==> config.mk <==
export PLATFORM = sky130hd
export DESIGN_NAME = alu_muldiv
export DESIGN_NICKNAME = d
export VERILOG_FILES = /design/src/rtl/alu_muldiv.sv
export SDC_FILE = /design/constraint.sdc
export NUM_CORES = 1
export LEC_CHECK = 0
export BUFFER_PORTS_ARGS = -buffer_cell sky130_fd_sc_hd__buf_2
export CORE_MARGIN = 3
export CORE_UTILIZATION = 34
export CTS_CLUSTER_DIAMETER = 120
export CTS_CLUSTER_SIZE = 16
export DETAILED_ROUTE_END_ITERATION = 16
export PLACE_DENSITY_LB_ADDON = 0.12
export SYNTH_ARGS = -nofsm -noshare
export SYNTH_HDL_FRONTEND = slang
export SYNTH_SLANG_ARGS = --single-unit
export TNS_END_PERCENT = 1
==> constraint.sdc <==
create_clock -name clk -period 7.4 [get_ports clk]
set_input_delay 0.74 -clock clk [delete_from_list [all_inputs] [get_ports clk]]
set_output_delay 0.74 -clock clk [all_outputs]
set_load 0.01 [all_outputs]
==> src/rtl/alu_muldiv.sv <==
// rtl/alu_muldiv.sv - iterative RISC-V M-extension multiply/divide unit
module alu_muldiv #(
  parameter int XLEN  = 32,
  parameter int CNT_W = $clog2(XLEN) + 1
) (
  input  logic            clk,
  input  logic            rst,
  input  logic            flush,
  input  logic            in_valid,
  output logic            in_ready,
  input  logic [2:0]      op,
  input  logic [XLEN-1:0] op1,
  input  logic [XLEN-1:0] op2,
  output logic            out_valid,
  input  logic            out_ready,
  output logic [XLEN-1:0] result,
  output logic            busy
);

  typedef enum logic [1:0] {IDLE, BUSY, DONE} state_t;

  state_t              state;
  logic [CNT_W-1:0]    cnt;
  logic [2:0]          op_q;
  logic [XLEN-1:0]     raw1;
  logic [XLEN-1:0]     mag2;
  logic [2*XLEN-1:0]   acc;
  logic                neg_res;
  logic                neg_rem;
  logic                fast;

  // Operand decode at the request port: signedness, magnitudes, special cases
  logic            sign1, sign2, div_zero, div_ovf, fast_in;
  logic [XLEN-1:0] mag1_in, mag2_in;
  always_comb begin
    sign1    = op1[XLEN-1] & (op != 3'b011) & (op != 3'b101) & (op != 3'b111);
    sign2    = op2[XLEN-1] & ((op == 3'b000) | (op == 3'b001) | (op == 3'b100) | (op == 3'b110));
    mag1_in  = sign1 ? -op1 : op1;
    mag2_in  = sign2 ? -op2 : op2;
    div_zero = (op2 == '0);
    div_ovf  = ~op[0] && (op1 == {1'b1, {(XLEN-1){1'b0}}}) && (op2 == '1);
    fast_in  = op[2] & (div_zero | div_ovf);
  end

  // One radix-2 step: shift-add for multiply, restoring subtract for divide.
  // acc holds {partial product, multiplier} or {remainder, dividend/quotient}.
  logic [XLEN:0]     mul_sum, div_shift, div_diff;
  logic [2*XLEN-1:0] mul_next, div_next, acc_next, prod;
  logic [XLEN-1:0]   q_lo, r_hi, quo, rem, fast_res, final_res;
  always_comb begin
    mul_sum   = {1'b0, acc[2*XLEN-1:XLEN]} + (acc[0] ? {1'b0, mag2} : '0);
    mul_next  = {mul_sum, acc[XLEN-1:1]};
    div_shift = acc[2*XLEN-1:XLEN-1];
    div_diff  = div_shift - {1'b0, mag2};
    div_next  = div_diff[XLEN] ? {div_shift[XLEN-1:0], acc[XLEN-2:0], 1'b0}
                               : {div_diff[XLEN-1:0], acc[XLEN-2:0], 1'b1};
    acc_next  = op_q[2] ? div_next : mul_next;
    prod      = neg_res ? -acc_next : acc_next;
    q_lo      = acc_next[XLEN-1:0];
    r_hi      = acc_next[2*XLEN-1:XLEN];
    quo       = neg_res ? -q_lo : q_lo;
    rem       = neg_rem ? -r_hi : r_hi;
    // Zero divisor vs. signed overflow are the only two ways to get here
    if (mag2 == '0) fast_res = op_q[1] ? raw1 : '1;
    else            fast_res = op_q[1] ? '0 : raw1;
    if (fast) final_res = fast_res;
    else begin
      case (op_q)
        3'b000:                   final_res = prod[XLEN-1:0];
        3'b001, 3'b010, 3'b011:   final_res = prod[2*XLEN-1:XLEN];
        3'b100, 3'b101:           final_res = quo;
        default:                  final_res = rem;
      endcase
    end
  end

  // Control FSM with registered handshake outputs; flush beats completion and iteration
  always_ff @(posedge clk or posedge rst) begin
    if (rst) begin
      state     <= IDLE;
      in_ready  <= 1'b1;
      out_valid <= 1'b0;
      busy      <= 1'b0;
      result    <= '0;
      cnt       <= '0;
      op_q      <= '0;
      raw1      <= '0;
      mag2      <= '0;
      acc       <= '0;
      neg_res   <= 1'b0;
      neg_rem   <= 1'b0;
      fast      <= 1'b0;
    end else if (flush && state != IDLE) begin
      state     <= IDLE;
      in_ready  <= 1'b1;
      out_valid <= 1'b0;
      busy      <= 1'b0;
      cnt       <= '0;
    end else begin
      case (state)
        IDLE: begin
          if (in_valid && !flush) begin
            op_q     <= op;
            raw1     <= op1;
            mag2     <= mag2_in;
            acc      <= {{XLEN{1'b0}}, mag1_in};
            neg_res  <= sign1 ^ sign2;
            neg_rem  <= sign1;
            fast     <= fast_in;
            // Special cases spend a single cycle in BUSY to keep a uniform result path
            cnt      <= fast_in ? CNT_W'(1) : CNT_W'(XLEN);
            state    <= BUSY;
            in_ready <= 1'b0;
            busy     <= 1'b1;
          end
        end
        BUSY: begin
          acc <= acc_next;
          cnt <= cnt - CNT_W'(1);
          if (cnt == CNT_W'(1)) begin
            result    <= final_res;
            state     <= DONE;
            out_valid <= 1'b1;
          end
        end
        DONE: begin
          if (out_ready) begin
            state     <= IDLE;
            out_valid <= 1'b0;
            busy      <= 1'b0;
            in_ready  <= 1'b1;
          end
        end
        default: state <= IDLE;
      endcase
    end
  end

endmodule

==> impl_metrics.py, run 1 <==
metrics = {
    "critical_path": {
        "r2r_slack_ns": 1.13,
        "timing.rr.end": "result[30]$_DFFE_PP0P_",
        "slowest_delay_ns": 0.53,
        "r2r_cells": 22,
        "crit_buf_inv": 3,
        "end_kind": "register",
        "critical_path.top_delay_family": "simple AND/OR/NAND/NOR gates",
        "path_class": "register to register",
        "cp.depth": 22,
        "crit_chain": "inv_1, ha_1, inv_1, fa_1, a211oi_2, o21ai_4, o221ai_2, a31o_1, nand2_4, a31oi_4, ha_1, o21ai_0, inv_1, nand3_1, or3_1, or3_1, or3_1, nand2b_1, nor4_1, mux2i_1, nor2_1, o311ai_1",
        "worstPathMaxFanout": 9,
        "arrival_ns": 6.67,
        "crit_required_ns": 7.80,
        "r2r-start": "acc[31]$_DFFE_PP0P_",
        "crit_slowest_cell": "a31o_1",
        "critPathLaunchType": "register",
    },
    "cells_and_area": {
        "final_nets": 2485,
        "finalNonFillerCells": 3017,
        "layout_commonest_cell": "nand2_1",
        "layout_common_cells": "nand2_1, o21ai_0, a21oi_1, dfrtp_1, nor2_1",
        "post-route-util": 0.3820,
        "nFillCells": 5276,
        "drive_gt1_frac": 0.1067,
        "stdcell_area_um2": 18930,
        "n_antenna_cell": 0,
        "syn_to_final_growth_pct": 9.812,
    },
    "power_and_ir_drop": {
        "cellLeakagePower_uw": 0.007763,
        "vdd.ir_drop.worst_mv": 0.1903,
        "power.density_nw_per_um2": 417.6,
    },
    "synthesis": {
        "yosysUniqueCellTypes": 103,
        "synth_cells": 2310,
        "synthTopCellsByArea": "dfrtp_1, nand2_1, o21ai_0",
        "avgSynthCellArea_um2": 7.463,
        "yosys_warnings": 0,
        "async_flop_share": 1.000,
        "yosysTopAreaCell": "dfrtp_1",
        "ys_seq_area_frac": 0.2570,
        "post-synth-top-area-fraction": 0.2555,
        "syn_nets": 2455,
        "synth_seq_cells": 177,
        "synth-edff-count": 0,
        "synth_flop_cell": "dfrtp_1",
        "synth_area_um2": 17240,
    },
    "timing": {
        "tightest_slew_ns": 1.227,
        "hold_viol_final": 0,
        "max_freq_ghz": 0.1594,
        "fin_skew_ns": 0.01794,
        "maxSlewHeadroom": 0.1719,
        "fin_crit_ns": 6.273,
        "setup_tns_ns": 0,
        "rsz0062_at_grt": "no",
        "period_share": 0.8477,
        "setup_viol_count_final": 0,
        "drv_slew": 0,
    },
    "global_routing": {
        "grt_pass1_wl_um": 110400,
        "grt_use_total": 0.2735,
        "grt_max_degree": 106,
        "gr-total-overflow": 0,
        "grt_pass1_vias": 16830,
        "antenna_found_initial": 1,
    },
    "floorplan": {
        "coreArea_um2": 49560,
        "dieArea_um2": 53440,
        "pin_count": 107,
        "die_h_um": 231.2,
        "fp.dieW_um": 231.2,
        "start_util": 0.3479,
        "rows": 81,
    },
    "place": {
        "dp.cells": 2985,
        "port_buffers": 106,
        "place.gp.congestion": 0.9762,
        "placed_area_um2": 18370,
        "post-dp-hpwl_um": 57230,
    },
    "routing": {
        "wirelength_um": 73410,
        "vias": 17950,
        "dr.pass1.iters": 7,
        "routedWlPerCell_um": 24.33,
        "drc": 0,
        "avgViaCountPerCell": 5.949,
        "first_iter_violations": 1678,
        "ant_nets": 0,
    },
    "clock_network": {
        "root_buffer": "clkbuf_16",
        "ctsHtreeMaxLevel": 4,
        "clk_path_buf_depth": 2,
        "post_cts_buffers": 0,
        "clkTransAtPathRegs_ns": 0.08,
        "cts_tree": "yes",
        "cts_hold_repair.buffers": 0,
        "cts_resized": 0,
        "cts_made_buffers": 17,
        "insertion_delay_ns": 0.51,
        "cts_sinks": 177,
    },
    "outcome": {
        "status": "completed",
    },
    "worst_hold_path": {
        "holdCritPathClass": "primary input to async pin",
    },
    "job": {
        "max_cap_violations": 0,
    },
}
[through the flow]
stage | setup WS, ns | total power [uW] | hold slack [ns]
6_report | 1.127 | 7906 | 0.3334
5_1_grt | 0.8285 | 8405 | 0.4280
4_1_cts | 1.238 | 7822 | 0.4117
3_5_place_dp | 1.274 | 6833 | 0.4594
3_3_place_gp | 1.353 | 6851 | 0.4577
2_1_floorplan | 1.860 | 5061 | 0.4404
[cell type report]
class / instances / area, um^2 / area share
inverter: 78 / 300.3 / 0.01586
sequential: 177 / 4436 / 0.2343
tap: 664 / 830.8 / 0.04388
clock buffer: 20 / 436.7 / 0.02307
timing repair buffer: 141 / 793.3 / 0.04190
clock inverter: 12 / 130.1 / 0.006873
multi-input combinational: 1925 / 12010 / 0.6341
[cells by family after synthesis]
logic type                 count (synthesis)  share of synthesized area
and+or+nand+nor                          865                     0.2387
DFF                                      177                     0.2570
AOI/OAI and AO/OA                        762                     0.2830
adders and majority gates                 73                    0.05385
buffers and inverters                    208                    0.04884
muxes                                     44                    0.02671
xor gates and xnor gates                 181                    0.09195
[registers in the layout, summed over array words and instances, names as in the netlist]
| register | count |
|---|---|
| acc | 64 |
| busy | 1 |
| cnt | 6 |
| fast | 1 |
| in_ready | 1 |
| mag2 | 32 |
| neg_rem | 1 |
| neg_res | 1 |
| op_q | 3 |
| out_valid | 1 |
| raw1 | 32 |
| result | 32 |
| state | 2 |
[routing by layer]
metal,up-vias,wire length [um],GRT usage,share of wire
li1,8407,-,-,-
met1,8711,34840,0.4043,0.47
met2,732,30940,0.4015,0.42
met3,99,5482,0.05052,0.075
met4,0,2153,0.08464,0.029
met5,-,0,0,0
[where the power goes]
group,internal (uW),switching [uW]
logic,1820,3420
clock network,472,477
registers,1260,457
[synth_stat cells (25+ instances only)]
master,count
xnor2_1,106
o211ai_1,27
nand2_1,364
inv_1,76
nand3_1,37
a31oi_1,27
a21oi_1,188
and2_1,48
mux2i_1,28
or3_1,29
dfrtp_1,176
nor2_1,173
o21a_1,26
xor2_1,75
o21ai_0,247
nor4_1,25
o31ai_1,36
ha_1,71
nand4_1,32
clkbuf_1,100
nor3_1,64
[worst max-delay path by stage]
stage / from / endpoint
after floorplan: rst / acc[0]$_DFFE_PP0P_
after global placement: mag2[0]$_DFFE_PP0P_ / result[30]$_DFFE_PP0P_
after detailed placement: mag2[0]$_DFFE_PP0P_ / result[30]$_DFFE_PP0P_
after CTS: acc[31]$_DFFE_PP0P_ / result[30]$_DFFE_PP0P_
after global routing: acc[31]$_DFFE_PP0P_ / result[30]$_DFFE_PP0P_
final: acc[31]$_DFFE_PP0P_ / result[30]$_DFFE_PP0P_
Power figures use the tool's default switching activity.
==> run 2: changes to the inputs <==
==> constraint.sdc (replaced) <==
create_clock -name clk -period 5.6 [get_ports clk]
set_input_delay 0.56 -clock clk [delete_from_list [all_inputs] [get_ports clk]]
set_output_delay 0.56 -clock clk [all_outputs]
set_load 0.01 [all_outputs]
==> run 2 against run 1 <==
Net effect: sequential share of layout area is 0.48 points lower; register-to-register slack worse by 1.0 ns; critical path depth is 3 lower; sequential power is 27% higher; critical endpoint is now result[29]$_DFFE_PP0P_; largest power group unchanged; flip-flop and latch count stayed put; core utilization is 0.80 points higher; total power is 37% higher; combinational power is 43% higher; die area stayed put.
==> impl_metrics.py, run 2 (synthesized netlist as in run 1, its figures left out) <==
metrics = {
    "outcome": {
        "status": "completed",
    },
    "routing": {
        "avgViaCountPerCell": 6.001,
        "first_iter_violations": 1930,
        "wirelength_um": 75500,
        "drc": 0,
        "vias": 18430,
        "routedWlPerCell_um": 24.59,
        "dr.pass1.iters": 5,
        "ant_nets": 0,
    },
    "floorplan": {
        "fp.dieW_um": 231.2,
        "rows": 81,
        "dieArea_um2": 53440,
        "pin_count": 107,
        "die_h_um": 231.2,
        "start_util": 0.3479,
        "coreArea_um2": 49560,
    },
    "power_and_ir_drop": {
        "power.density_nw_per_um2": 559.2,
        "pwr-share-seq": 0.202,
        "power_frac_clock": 0.107,
        "vdd.ir_drop.worst_mv": 0.2538,
        "swShare": 0.5498,
        "cellLeakagePower_uw": 0.008013,
        "power_frac_comb": 0.691,
        "p_sw_uw": 5943,
        "intPower_uw": 4866,
    },
    "clock_network": {
        "cts_made_buffers": 17,
        "root_buffer": "clkbuf_16",
        "clk_path_buf_depth": 2,
        "cts_sinks": 177,
        "cts_resized": 0,
        "clkTransAtPathRegs_ns": 0.08,
        "insertion_delay_ns": 0.47,
        "cts_hold_repair.buffers": 0,
        "cts_tree": "yes",
        "post_cts_buffers": 0,
        "ctsHtreeMaxLevel": 4,
    },
    "timing": {
        "setup_tns_ns": 0,
        "max_freq_ghz": 0.1824,
        "rsz0062_at_grt": "no",
        "hold_viol_final": 0,
        "worst_slack_ns": 0.1190,
        "tightest_slew_ns": 1.130,
        "fin_crit_ns": 5.481,
        "fin_skew_ns": 0.01343,
        "drv_slew": 0,
        "period_share": 0.9788,
        "setup_viol_count_final": 0,
        "maxSlewHeadroom": 0.2459,
    },
    "cells_and_area": {
        "layout_common_cells": "nand2_1, o21ai_0, a21oi_1, dfrtp_1, nor2_1",
        "nFillCells": 5253,
        "layout_commonest_cell": "nand2_1",
        "final_nets": 2540,
        "multi_input_area_um2": 12040,
        "syn_to_final_growth_pct": 12.11,
        "stdcell_area_um2": 19330,
        "drive_gt1_frac": 0.1293,
        "seq_area_um2": 4436,
        "regMostFlops": "acc",
        "largest_reg_flops": 64,
    },
    "place": {
        "dp_slack_ns": 0.2007,
        "place.gp.congestion": 1.034,
        "port_buffers": 106,
        "post-dp-hpwl_um": 59340,
        "placed_area_um2": 18770,
    },
    "critical_path": {
        "startpoint": "acc[31]$_DFFE_PP0P_",
        "worstPathMaxFanout": 18,
        "r2r-start": "acc[31]$_DFFE_PP0P_",
        "end_kind": "register",
        "endpoint": "result[29]$_DFFE_PP0P_",
        "critPathLaunchType": "register",
        "timing.rr.end": "result[29]$_DFFE_PP0P_",
        "crit_required_ns": 5.95,
        "arrival_ns": 5.83,
        "r2r_cells": 19,
        "r2r_slack_ns": 0.12,
        "path_class": "register to register",
    },
    "global_routing": {
        "grt_max_degree": 126,
        "grt_pass1_wl_um": 112300,
        "gr-total-overflow": 0,
        "antenna_found_initial": 4,
        "grt_use_total": 0.2778,
        "grt_pass1_vias": 17240,
    },
    "worst_hold_path": {
        "holdCritPathClass": "primary input to async pin",
    },
    "job": {
        "max_cap_violations": 0,
    },
}
==> run 2: layer usage <==
| layer | up-vias | track usage | wire length, um |
|---|---|---|---|
| li1 | 8507 | - | - |
| met2 | 821 | 0.4135 | 32070 |
| met5 | - | 0 | 27 |
| met1 | 8967 | 0.4065 | 34760 |
| met3 | 131 | 0.04523 | 6033 |
| met4 | 4 | 0.09471 | 2607 |
==> run 2: critical path: stages, from the launching register on <==
cell	delay (ns)
dfrtp_1	0.39
inv_1	0.06
ha_1	0.14
inv_1	0.05
fa_1	0.43
a211oi_2	0.29
o21ai_4	0.13
o221ai_2	0.26
a31o_1	0.34
nand2_4	0.10
buf_4	0.25
a211oi_1	0.36
a31oi_1	0.16
o21ai_1	0.64
nand4b_1	0.55
o31ai_1	0.52
xnor2_1	0.11
o221ai_1	0.31
buf_4	0.18
nand3_1	0.07
==> run 2: worst min path at each step <==
stage                               startpoint              endpoint  slack, ns  depth (start not counted)
final                                      rst   raw1[9]$_DFFE_PP0P_       0.30                          2
after CTS                                op[1]   op_q[1]$_DFFE_PP0P_       0.30                          3
after floorplan           raw1[10]$_DFFE_PP0P_  raw1[10]$_DFFE_PP0P_       0.44                          2
after global placement    raw1[17]$_DFFE_PP0P_  raw1[17]$_DFFE_PP0P_       0.45                          2
after detailed placement  raw1[28]$_DFFE_PP0P_  raw1[28]$_DFFE_PP0P_       0.46                          2
after global routing                    op1[4]   raw1[4]$_DFFE_PP0P_       0.35                          3
==> run 2: power by group through the flow <==
stage | Sequential [uW] | Combinational [uW] | Clock (uW)
final | 2180 | 7470 | 1160
after global routing | 2220 | 7980 | 1230
after CTS | 2160 | 7280 | 1190
after detailed placement | 2180 | 7230 | 0
after global placement | 2180 | 7230 | 0
after floorplan | 2010 | 4680 | 0
==> run 2: layout make-up <==
cell class              instances  area share
clock inverters                11    0.004337
flip-flops and latches        177      0.2295
inverters                      78     0.01554
clock buffers                  19     0.02240
repair buffers                196     0.06240
multi-input cells            1925      0.6227
well taps                     664     0.04298
diodes                          1   0.0001295
==> run 2: stage by stage <==
step                  util  instances  total power (uW)  hold WS (ns)
finish              0.3900       3071             10810        0.3023
global route        0.3900       3070             11430        0.3492
CTS                 0.3892       3070             10620        0.2982
detailed placement  0.3788       3040              9417        0.4578
global placement    0.3788       3040              9410        0.4544
floorplan                -       2310              6687        0.4404
